===== src/rtl/morse_pkg.sv =====
// Definitions shared by the Morse trainer blocks: the round-controller state set,
// the timebase constants and the counter widths.
package morse_pkg;

    typedef enum logic [2:0] {
        IDLE,
        REQ,
        WAIT_LETTER,
        LISTEN,
        SHOW,
        DONE
    } round_state_e;

    // Timebase shared with the decoder: tick_i runs at TICK_HZ; symbol lengths are in ticks
    localparam int TICK_HZ        = 100;
    localparam int DOT_TICKS      = 12;
    localparam int DASH_TICKS     = 36;
    localparam int CHAR_GAP_TICKS = 36;

    localparam int TICK_CNT_W = 8;
    localparam int WAIT_CNT_W = 4;
    localparam int ROUND_W    = 5;

    function automatic logic [ROUND_W-1:0] sat_inc(input logic [ROUND_W-1:0] v);
        return (v == {ROUND_W{1'b1}}) ? v : v + 1'b1;
    endfunction

endpackage


===== src/rtl/morse_round_ctrl_if.sv =====
// Signal bundle between the round controller and its surroundings
// (start switch, letter generator, decoder, result LEDs).
interface morse_round_ctrl_if;
    import morse_pkg::*;

    logic               tick_i;
    logic               start_i;
    logic               letter_req_o;
    logic               letter_ready_i;
    logic               dec_en_o;
    logic               dec_done_i;
    logic               dec_correct_i;
    logic [ROUND_W-1:0] round_o;
    logic [ROUND_W-1:0] score_o;
    logic               result_valid_o;
    logic               result_ok_o;
    logic               game_over_o;
    logic               busy_o;

    modport master (
        input  tick_i, start_i, letter_ready_i, dec_done_i, dec_correct_i,
        output letter_req_o, dec_en_o, round_o, score_o,
               result_valid_o, result_ok_o, game_over_o, busy_o
    );

    modport slave (
        output tick_i, start_i, letter_ready_i, dec_done_i, dec_correct_i,
        input  letter_req_o, dec_en_o, round_o, score_o,
               result_valid_o, result_ok_o, game_over_o, busy_o
    );

endinterface


===== src/rtl/morse_tick_timer.sv =====
// Loadable down-counter on the tick strobe; expire_o flags the tick that
// exhausts the loaded count, so the owner can act in that same cycle.
module morse_tick_timer #(
    parameter int W = 8
) (
    input  logic         clk_i,
    input  logic         rst_ni,
    input  logic         tick_i,
    input  logic         load_i,
    input  logic [W-1:0] load_val_i,
    output logic         expire_o
);

    logic [W-1:0] cnt_q, cnt_d;

    always_comb begin
        cnt_d = cnt_q;
        if (load_i) begin
            cnt_d = load_val_i;
        end else if (tick_i && (cnt_q != '0)) begin
            cnt_d = cnt_q - 1'b1;
        end
    end

    always_ff @(posedge clk_i or negedge rst_ni) begin
        if (!rst_ni) begin
            cnt_q <= '0;
        end else begin
            cnt_q <= cnt_d;
        end
    end

    assign expire_o = tick_i && (cnt_q == W'(1));

endmodule


===== src/rtl/morse_round_ctrl.sv =====
// Quiz round sequencer: requests a letter, enables the decoder, collects the verdict
// or a timeout, shows the per-round result and keeps score for a fixed-length game.
module morse_round_ctrl
    import morse_pkg::*;
#(
    parameter int NUM_ROUNDS    = 10,
    parameter int TIMEOUT_TICKS = 250,
    parameter int HOLD_TICKS    = 100,
    parameter int REQ_TIMEOUT   = 15
) (
    input  logic               clk_i,
    input  logic               rst_ni,
    morse_round_ctrl_if.master bus
);

    if (NUM_ROUNDS < 1 || NUM_ROUNDS > 31) begin : g_bad_num_rounds
        $error("morse_round_ctrl: NUM_ROUNDS must be 1..31");
    end
    if (TIMEOUT_TICKS < 1 || TIMEOUT_TICKS > 255) begin : g_bad_timeout
        $error("morse_round_ctrl: TIMEOUT_TICKS must be 1..255");
    end
    if (HOLD_TICKS < 1 || HOLD_TICKS > 255) begin : g_bad_hold
        $error("morse_round_ctrl: HOLD_TICKS must be 1..255");
    end
    if (REQ_TIMEOUT < 1 || REQ_TIMEOUT > 15) begin : g_bad_req_timeout
        $error("morse_round_ctrl: REQ_TIMEOUT must be 1..15");
    end

    localparam logic [ROUND_W-1:0]    LAST_ROUND  = ROUND_W'(NUM_ROUNDS);
    localparam logic [TICK_CNT_W-1:0] LISTEN_LEN  = TICK_CNT_W'(TIMEOUT_TICKS);
    localparam logic [TICK_CNT_W-1:0] HOLD_LEN    = TICK_CNT_W'(HOLD_TICKS);
    localparam logic [WAIT_CNT_W-1:0] REQ_WAIT    = WAIT_CNT_W'(REQ_TIMEOUT);

    round_state_e        state_q, state_d;
    logic [2:0]          sync_q, sync_d;
    logic [WAIT_CNT_W-1:0] wait_cnt_q, wait_cnt_d;
    logic [ROUND_W-1:0]  round_q, round_d;
    logic [ROUND_W-1:0]  score_q, score_d;
    logic                ok_q, ok_d;

    logic                   start_s;
    logic                   start_rise;
    logic                   tmr_load;
    logic [TICK_CNT_W-1:0]  tmr_val;
    logic                   tmr_expire;

    // Two flops of metastability protection, third flop for edge detection
    assign sync_d     = {sync_q[1:0], bus.start_i};
    assign start_s    = sync_q[1];
    assign start_rise = sync_q[1] & ~sync_q[2];

    morse_tick_timer #(.W(TICK_CNT_W)) u_timer (
        .clk_i      (clk_i),
        .rst_ni     (rst_ni),
        .tick_i     (bus.tick_i),
        .load_i     (tmr_load),
        .load_val_i (tmr_val),
        .expire_o   (tmr_expire)
    );

    always_comb begin
        state_d    = state_q;
        wait_cnt_d = wait_cnt_q;
        round_d    = round_q;
        score_d    = score_q;
        ok_d       = ok_q;
        tmr_load   = 1'b0;
        tmr_val    = LISTEN_LEN;

        unique case (state_q)
            IDLE, DONE: begin
                if (start_rise) begin
                    score_d = '0;
                    round_d = ROUND_W'(1);
                    ok_d    = 1'b0;
                    state_d = REQ;
                end
            end
            REQ: begin
                wait_cnt_d = '0;
                state_d    = WAIT_LETTER;
            end
            WAIT_LETTER: begin
                if (bus.letter_ready_i) begin
                    tmr_load = 1'b1;
                    tmr_val  = LISTEN_LEN;
                    state_d  = LISTEN;
                end else if (wait_cnt_q == REQ_WAIT) begin
                    state_d = REQ;
                end else begin
                    wait_cnt_d = wait_cnt_q + 1'b1;
                end
            end
            // A verdict arriving on the final timeout tick still counts
            LISTEN: begin
                if (bus.dec_done_i) begin
                    ok_d     = bus.dec_correct_i;
                    score_d  = bus.dec_correct_i ? sat_inc(score_q) : score_q;
                    tmr_load = 1'b1;
                    tmr_val  = HOLD_LEN;
                    state_d  = SHOW;
                end else if (tmr_expire) begin
                    ok_d     = 1'b0;
                    tmr_load = 1'b1;
                    tmr_val  = HOLD_LEN;
                    state_d  = SHOW;
                end
            end
            SHOW: begin
                if (tmr_expire) begin
                    if (round_q == LAST_ROUND) begin
                        state_d = DONE;
                    end else begin
                        round_d = round_q + 1'b1;
                        state_d = REQ;
                    end
                end
            end
            default: state_d = IDLE;
        endcase

        // Switch dropped mid-game abandons the game entirely
        if ((state_q inside {REQ, WAIT_LETTER, LISTEN, SHOW}) && !start_s) begin
            state_d = IDLE;
            round_d = '0;
            score_d = '0;
            ok_d    = 1'b0;
        end
    end

    always_ff @(posedge clk_i or negedge rst_ni) begin
        if (!rst_ni) begin
            state_q    <= IDLE;
            sync_q     <= '0;
            wait_cnt_q <= '0;
            round_q    <= '0;
            score_q    <= '0;
            ok_q       <= 1'b0;
        end else begin
            state_q    <= state_d;
            sync_q     <= sync_d;
            wait_cnt_q <= wait_cnt_d;
            round_q    <= round_d;
            score_q    <= score_d;
            ok_q       <= ok_d;
        end
    end

    assign bus.letter_req_o   = (state_q == REQ);
    assign bus.dec_en_o       = (state_q == LISTEN);
    assign bus.result_valid_o = (state_q == SHOW);
    assign bus.result_ok_o    = ok_q;
    assign bus.game_over_o    = (state_q == DONE);
    assign bus.busy_o         = (state_q != IDLE) && (state_q != DONE);
    assign bus.round_o        = round_q;
    assign bus.score_o        = score_q;

endmodule


===== src/flat_wrapper.sv =====
// flat-port wrapper written by rule: the top's interface ports become plain ports
module morse_round_ctrl_flat import morse_pkg::*;
#(
    parameter int NUM_ROUNDS    = 10,
    parameter int TIMEOUT_TICKS = 250,
    parameter int HOLD_TICKS    = 100,
    parameter int REQ_TIMEOUT   = 15
)
  (clk_i, rst_ni, bus_tick_i, bus_start_i, bus_letter_ready_i, bus_dec_done_i, bus_dec_correct_i, bus_letter_req_o, bus_dec_en_o, bus_round_o, bus_score_o, bus_result_valid_o, bus_result_ok_o, bus_game_over_o, bus_busy_o);
  morse_round_ctrl_if bus_i ();
  input  logic clk_i;
  input  logic rst_ni;
  input wire logic [$bits(bus_i.tick_i)-1:0] bus_tick_i;
  input wire logic [$bits(bus_i.start_i)-1:0] bus_start_i;
  input wire logic [$bits(bus_i.letter_ready_i)-1:0] bus_letter_ready_i;
  input wire logic [$bits(bus_i.dec_done_i)-1:0] bus_dec_done_i;
  input wire logic [$bits(bus_i.dec_correct_i)-1:0] bus_dec_correct_i;
  output wire logic [$bits(bus_i.letter_req_o)-1:0] bus_letter_req_o;
  output wire logic [$bits(bus_i.dec_en_o)-1:0] bus_dec_en_o;
  output wire logic [$bits(bus_i.round_o)-1:0] bus_round_o;
  output wire logic [$bits(bus_i.score_o)-1:0] bus_score_o;
  output wire logic [$bits(bus_i.result_valid_o)-1:0] bus_result_valid_o;
  output wire logic [$bits(bus_i.result_ok_o)-1:0] bus_result_ok_o;
  output wire logic [$bits(bus_i.game_over_o)-1:0] bus_game_over_o;
  output wire logic [$bits(bus_i.busy_o)-1:0] bus_busy_o;
  assign bus_i.tick_i = bus_tick_i;
  assign bus_i.start_i = bus_start_i;
  assign bus_i.letter_ready_i = bus_letter_ready_i;
  assign bus_i.dec_done_i = bus_dec_done_i;
  assign bus_i.dec_correct_i = bus_dec_correct_i;
  assign bus_letter_req_o = bus_i.letter_req_o;
  assign bus_dec_en_o = bus_i.dec_en_o;
  assign bus_round_o = bus_i.round_o;
  assign bus_score_o = bus_i.score_o;
  assign bus_result_valid_o = bus_i.result_valid_o;
  assign bus_result_ok_o = bus_i.result_ok_o;
  assign bus_game_over_o = bus_i.game_over_o;
  assign bus_busy_o = bus_i.busy_o;
  morse_round_ctrl #(.NUM_ROUNDS(NUM_ROUNDS), .TIMEOUT_TICKS(TIMEOUT_TICKS), .HOLD_TICKS(HOLD_TICKS), .REQ_TIMEOUT(REQ_TIMEOUT)) u_core (.clk_i(clk_i), .rst_ni(rst_ni), .bus(bus_i));
endmodule

===== config.mk =====
export PLATFORM = sky130hd
export DESIGN_NAME = morse_round_ctrl_flat
export DESIGN_NICKNAME = d
export VERILOG_FILES = /design/src/rtl/morse_pkg.sv /design/src/rtl/morse_round_ctrl_if.sv /design/src/rtl/morse_tick_timer.sv /design/src/rtl/morse_round_ctrl.sv /design/src/flat_wrapper.sv
export SDC_FILE = /design/constraint.sdc
export NUM_CORES = 1
export LEC_CHECK = 0
export ABC_CLOCK_PERIOD_IN_PS = 4500
export BUFFER_PORTS_ARGS = -buffer_cell sky130_fd_sc_hd__buf_2
export CAP_MARGIN = 30
export CORE_ASPECT_RATIO = 0.5
export CORE_MARGIN = 2
export CORE_UTILIZATION = 61
export CTS_CLUSTER_SIZE = 28
export DETAILED_ROUTE_END_ITERATION = 16
export GPL_TIMING_DRIVEN = 1
export PLACE_DENSITY_LB_ADDON = 0.25
export SLEW_MARGIN = 20
export SYNTH_ARGS = -nofsm -noshare
export SYNTH_HDL_FRONTEND = slang
export SYNTH_SLANG_ARGS = --single-unit

===== constraint.sdc =====
create_clock -name clk_i -period 4.5 [get_ports clk_i]
set_clock_uncertainty 0.05 [all_clocks]
set_input_delay 0.45 -clock clk_i [delete_from_list [all_inputs] [get_ports clk_i]]
set_output_delay 0.45 -clock clk_i [all_outputs]
set_load 0.01 [all_outputs]

### Word-level counts from Yosys, hierarchy flattened

Index checks and enable logic that the tools add are counted.

| word-level totals | value |
|---|---|
| flip-flop bits (word level) | 29 |
| bits of input ports | 7 |
| logic and storage cells | 89 |

| cells by class | value |
|---|---|
| $add $sub $neg | 4 |
| equality and inequality tests | 20 |
| multiplexer cells | 37 |
| bitwise gates (word level) | 2 |
| reduce and logical (&&, ||, !) cells | 19 |

Operators with widths:

| kind | number |
|---|---|
| $mux W5 | 9 |
| $mux W8 | 5 |
| $mux W3 | 8 |
| $pmux W5 S2 | 2 |
| $pmux W3 S5 | 1 |
| $add A5 B1 Y5 const B | 2 |
| $ne A3 B3 Y1 const B | 3 |
| $reduce_bool A3 Y1 | 3 |
| $eq A8 B1 Y1 const B | 1 |
| $mux W4 | 2 |
| $pmux W4 S2 | 1 |
| $reduce_and A4 Y1 | 2 |
| $reduce_bool A8 Y1 | 1 |
| $sub A8 B1 Y8 const B | 1 |
| $mux W1 | 7 |
| $eq A3 B2 Y1 const B | 2 |
| $eq A3 B3 Y1 const B | 2 |
| $ne A3 B1 Y1 const B | 2 |
| $ne A3 B2 Y1 const B | 2 |
| $reduce_and A3 Y1 | 2 |
| $eq A5 B4 Y1 const B | 1 |
| $eq A5 B5 Y1 const B | 1 |
| $reduce_and A5 Y1 | 1 |
| $add A4 B1 Y4 const B | 1 |
| other kinds (14) | 20 |

### Depth between registers and ports, before layout

| depth | value |
|---|---|
| word-level depth | 6 |
| mapped depth | 8 |

### Modules after synthesis

From an unflattened synthesis, not the netlist that was laid out.

| unflattened totals | value |
|---|---|
| cell total of the unflattened synthesis | 212 |
| area, all modules | 1934.4 µm² |

By module, submodules not included:

| module | times used | cells each | area each (µm²) | sequential area each (µm²) |
|---|---|---|---|---|
| morse_round_ctrl | 1 | 146 | 1343.8 | 525.5 |
| morse_tick_timer | 1 | 66 | 590.6 | 200.2 |

### Worst setup path after synthesis

OpenSTA, ideal clock, no wires.

| path | value |
|---|---|
| path kind | register -> register |
| from | register u_core.round_q[0] (netlist: u_core.bus.round_o[0]) |
| to | register u_core.round_q[3] (netlist: u_core.bus.round_o[3]) |
| arrival | 1685 ps |
| slack | 2644 ps |
| stages on the path, launching flop included | 9 |
| period minus slack after synthesis | 1856 ps |
| cells stage by stage | dfrtp_1 inv_1 ha_1 and4bb_2 and4b_1 buf_4 and4_1 o21ai_0 a22o_1 |

| on the way | value |
|---|---|
| cells in the longest elaborated chain, start to end | 5 |
| elaborated cells between the ends (all ways) | 8 |
| those cells by class | add/sub: 1; eq/ne: 2; mux: 4; reduce/logical: 1 |

RTL lines:

| item | line | text |
|---|---|---|
| from (decl) | morse_round_ctrl.sv:37 | `logic [ROUND_W-1:0] round_q, round_d;` |
| from (signal assigned) | morse_round_ctrl.sv:143 | `round_q <= round_d;` |
| $add A5 B1 Y5 | morse_round_ctrl.sv:114 | `round_d = round_q + 1'b1;` |
| $mux W5 | morse_round_ctrl.sv:111 | `if (round_q == LAST_ROUND) begin` |
| $mux W5 | morse_round_ctrl.sv:110 | `if (tmr_expire) begin` |
| $pmux W5 S2 | morse_round_ctrl.sv:70 | `unique case (state_q)` |
| $mux W5 | morse_round_ctrl.sv:123 | `if ((state_q inside {REQ, WAIT_LETTER, LISTEN, SHOW}) && !start_s) begin` |

Parallel ways exist; a longest one is shown, timed or not. The select of a mux whose other input is x is not followed.
A chain may end at the register's enable or synchronous reset.

### Worst setup path in the final report

| path | value |
|---|---|
| from | register u_core.state_q[2] |
| to | register u_core.score_q[3] (netlist: u_core.bus.score_o[3]) |

| on the way | value |
|---|---|
| cells in the longest elaborated chain, start to end | 5 |
| elaborated cells between the ends (all ways) | 17 |
| those cells by class | eq/ne: 9; mux: 2; reduce/logical: 6 |

RTL lines:

| item | line | text |
|---|---|---|
| from (decl) | morse_round_ctrl.sv:34 | `round_state_e state_q, state_d;` |
| from (signal assigned) | morse_round_ctrl.sv:140 | `state_q <= state_d;` |
| $eq A3 B1 Y1, or another cell as far along | morse_round_ctrl.sv:123 |  |
| $reduce_bool A4 Y1 | morse_round_ctrl.sv:123 |  |
| $logic_and A1 B1 Y1 | morse_round_ctrl.sv:123 |  |
| $ne A3 B3 Y1 (no line), or another cell as far along | n/a |  |
| $reduce_and A5 Y1 (no line) | n/a |  |
| to (signal assigned) | morse_round_ctrl.sv:144 | `score_q <= score_d;` |
| to (decl) | morse_round_ctrl.sv:38 | `logic [ROUND_W-1:0] score_q, score_d;` |

Parallel ways exist; a longest one is shown, timed or not.

==> metrics.yaml <==
holdWs_ns: 0.148
synthXorXnorAreaFrac_pct: 3.93
finalWirelength_mm: 3.70
drv_cap: 0
fin_ws_ns: 2.41
p_comb_share_pct: 40.4
setup_viol: 0
timing.fmax_mhz: 478
relSlewSlack_pct: 56.4
ys_warn_count: 0
switching_share_pct: 42.4
post-cts-setup-buffers: 0
synth.avg_cell_area_um2: 9.59
dieArea_um2: 3400
diodes: 0
yosys.area_share.simple_pct: 25.9
final_nets: 223
die_y_um: 42.2
fin_crit_sh_pct: 46.5
critical_path.max_fanout: 18
timing.final.crit_period_ns: 2.09
clkLatencyLatePin_ns: 0.28
synth_cell_types: 51
fp-row-count: 13
cts_tree: "yes"
power.switching_w: 0.000454
drtAntennaViolNets: 0
worst_pin_slew_ns: 0.654
ctsResizeCount: 0
syn-num-nets: 200
detail_route.wl_per_cell_um: 15.0
postCtsHoldBufs: 0
firstDrtPassIters: 5
clk_pin_slew_worst_paths_ns: 0.06
p_int_w: 0.000617
fin_setup_tns_ns: 0
cts_buffer_depth: 2
p_per_area_nw_per_um2: 541
power_frac_clock_pct: 19.2
synthToLayoutAreaGrowth_pct: 10.9
synth_flop_cell: "dfrtp_1"
antenna_found_initial: 0
htreeDepth: 2
ys_seq_area_share_pct: 40.7
synth_compound_area_share_pct: 17.5
syn_area_um2: 1780
grt.total_usage_pct: 24.6
p_seq_share_pct: 40.4
ys_seq_elements: 29
drtIter0Drc: 118
cts.sinks: 29
hpwl_mm: 2.68
critPathCaptureType: "register"
required_ns: 4.62
drive_gt1_share_pct: 19.0
layout_commonest_cell: "dfrtp_1"
crit_arrival_ns: 2.21
yosys-mux-area-fraction_pct: 1.75
place_congestion: 0.897
grt_pass1_vias: 1364
outcome: "complete, no violations"
min_path_type: "in2async"
cts_buffers: 5
root_buffer: "clkbuf_8"
slew_viol_final: 0
synth-edff-count: 0
worstSetupPathType: "reg2reg"
io_buffers: 22
ir_drop_mv: 0.367
via_per_inst: 6.07
grt_overflow: 0
vias: 1499
synth_fa_ha_area_share_pct: 5.47
num_io_pins: 23
worstSetupStartpointType: "register"
fin_util_pct: 73.8
drcViolationCount: 0
p_leak_nw: 0.930
grt_pass1_wl_mm: 6.35
rsz0062_at_grt: "no"
grt_max_degree: 30
design.core.area_um2: 2680
pre_cts_slack_ns: 2.42
hold_viol: 0
dieWidth_um: 80.5
synthCells: 186
synth_top_family_by_area: "simple AND/OR/NAND/NOR gates"
postSynth.asyncResetShare_pct: 100
layout_common_cells: "dfrtp_1, buf_2, nand2_1, o21ai_0, nor2_1"
start_util_pct: 66.5
## final cells by class
| type | instances | area, um2 |
|---|---|---|
| Tap cell | 37 | 46.3 |
| Timing Repair Buffer | 22 | 110 |
| Multi-Input combinational cell | 140 | 973 |
| Clock buffer | 6 | 72.6 |
| Fill cell | 211 | 704 |
| Inverter | 11 | 41.3 |
| Sequential cell | 29 | 726 |
| Clock inverter | 2 | 10.0 |
## worst max-delay path: stages, from the launching register on
cell and delay, ns:
dfrtp_1 0.65, inv_1 0.24, or3_4 0.45, a31oi_4 0.30
a21oi_1 0.11, o21a_1 0.18
## synth_stat cells, drive strengths merged, types with 3 or more instances
library cell / count / area, um2
o21a: 4 / 30.0
a22o: 3 / 26.3
nand2: 14 / 52.6
dfrtp: 29 / 726
a31oi: 5 / 46.3
nand2b: 5 / 31.3
nand3: 6 / 30.0
nor2: 12 / 45.0
nor3: 7 / 40.0
a21oi: 8 / 40.0
xor2: 4 / 35.0
and3: 9 / 57.6
nor3b: 3 / 22.5
buf: 6 / 43.8
inv: 11 / 41.3
xnor2: 4 / 35.0
o21ai: 15 / 75.1
ha: 7 / 87.6
## state kept, by name (all words and copies together), names as in the netlist
name                    flops
u_core.sync_q               3
u_core.bus.score_o          5
u_core.bus.result_ok_o      1
u_core.u_timer.cnt_q        8
u_core.bus.round_o          5
u_core.wait_cnt_q           4
u_core.state_q              3
## cell families (layout without fill, tap and decap cells)
group / count (synthesis) / count (layout)
mux: 3 / 3
flops: 29 / 29
compound gates: 45 / 45
buf+inv: 17 / 41
fa+ha+maj: 8 / 8
simple gates: 76 / 76
xor+xnor: 8 / 8
## power groups by stage
stage	clock [W]	sequential (W)	combinational, W
finish	0.000206	0.000432	0.000433
global route	0.000222	0.000449	0.000488
CTS	0.000212	0.000431	0.000432
detailed placement	0	0.000436	0.000429
global placement	0	0.000429	0.000415
floorplan	0	0.000388	0.000374
## through the flow
step	area [um2]	total power, W	cells
2_1_floorplan	1780	0.000762	186
3_3_place_gp	1900	0.000845	239
3_5_place_dp	1900	0.000865	239
4_1_cts	1980	0.00107	247
5_1_grt	1980	0.00116	247
6_report	1980	0.00107	247
## worst paths after layout
path | start | to | slack [ns] | cells past startpoint
worst min register to register | u_core.sync_q[0] | u_core.sync_q[1] | 0.30 | 0
worst max register to register | u_core.state_q[2] | u_core.bus.score_o[3] | 2.41 | 5
min in group clk_i | bus_start_i | u_core.sync_q[0] | 0.22 | 1
worst min-delay path | rst_ni | u_core.u_timer.cnt_q[3] | 0.15 | 1
worst max-delay path | u_core.state_q[2] | u_core.bus.score_o[3] | 2.41 | 5
max in group asynchronous | rst_ni | u_core.state_q[2] | 3.83 | 1
## metal layers
| metal | GRT usage (%) | part of all wire, % | vias to the layer above |
|---|---|---|---|
| met1 | 35.8 | 49 | 718 |
| li1 | - | - | 728 |
| met2 | 35.8 | 45 | 50 |
| met5 | 0 | 0 | - |
| met3 | 7.54 | 5.9 | 3 |
| met4 | 6.10 | 0.43 | 0 |
No activity file was read; power rests on OpenSTA's default activity.
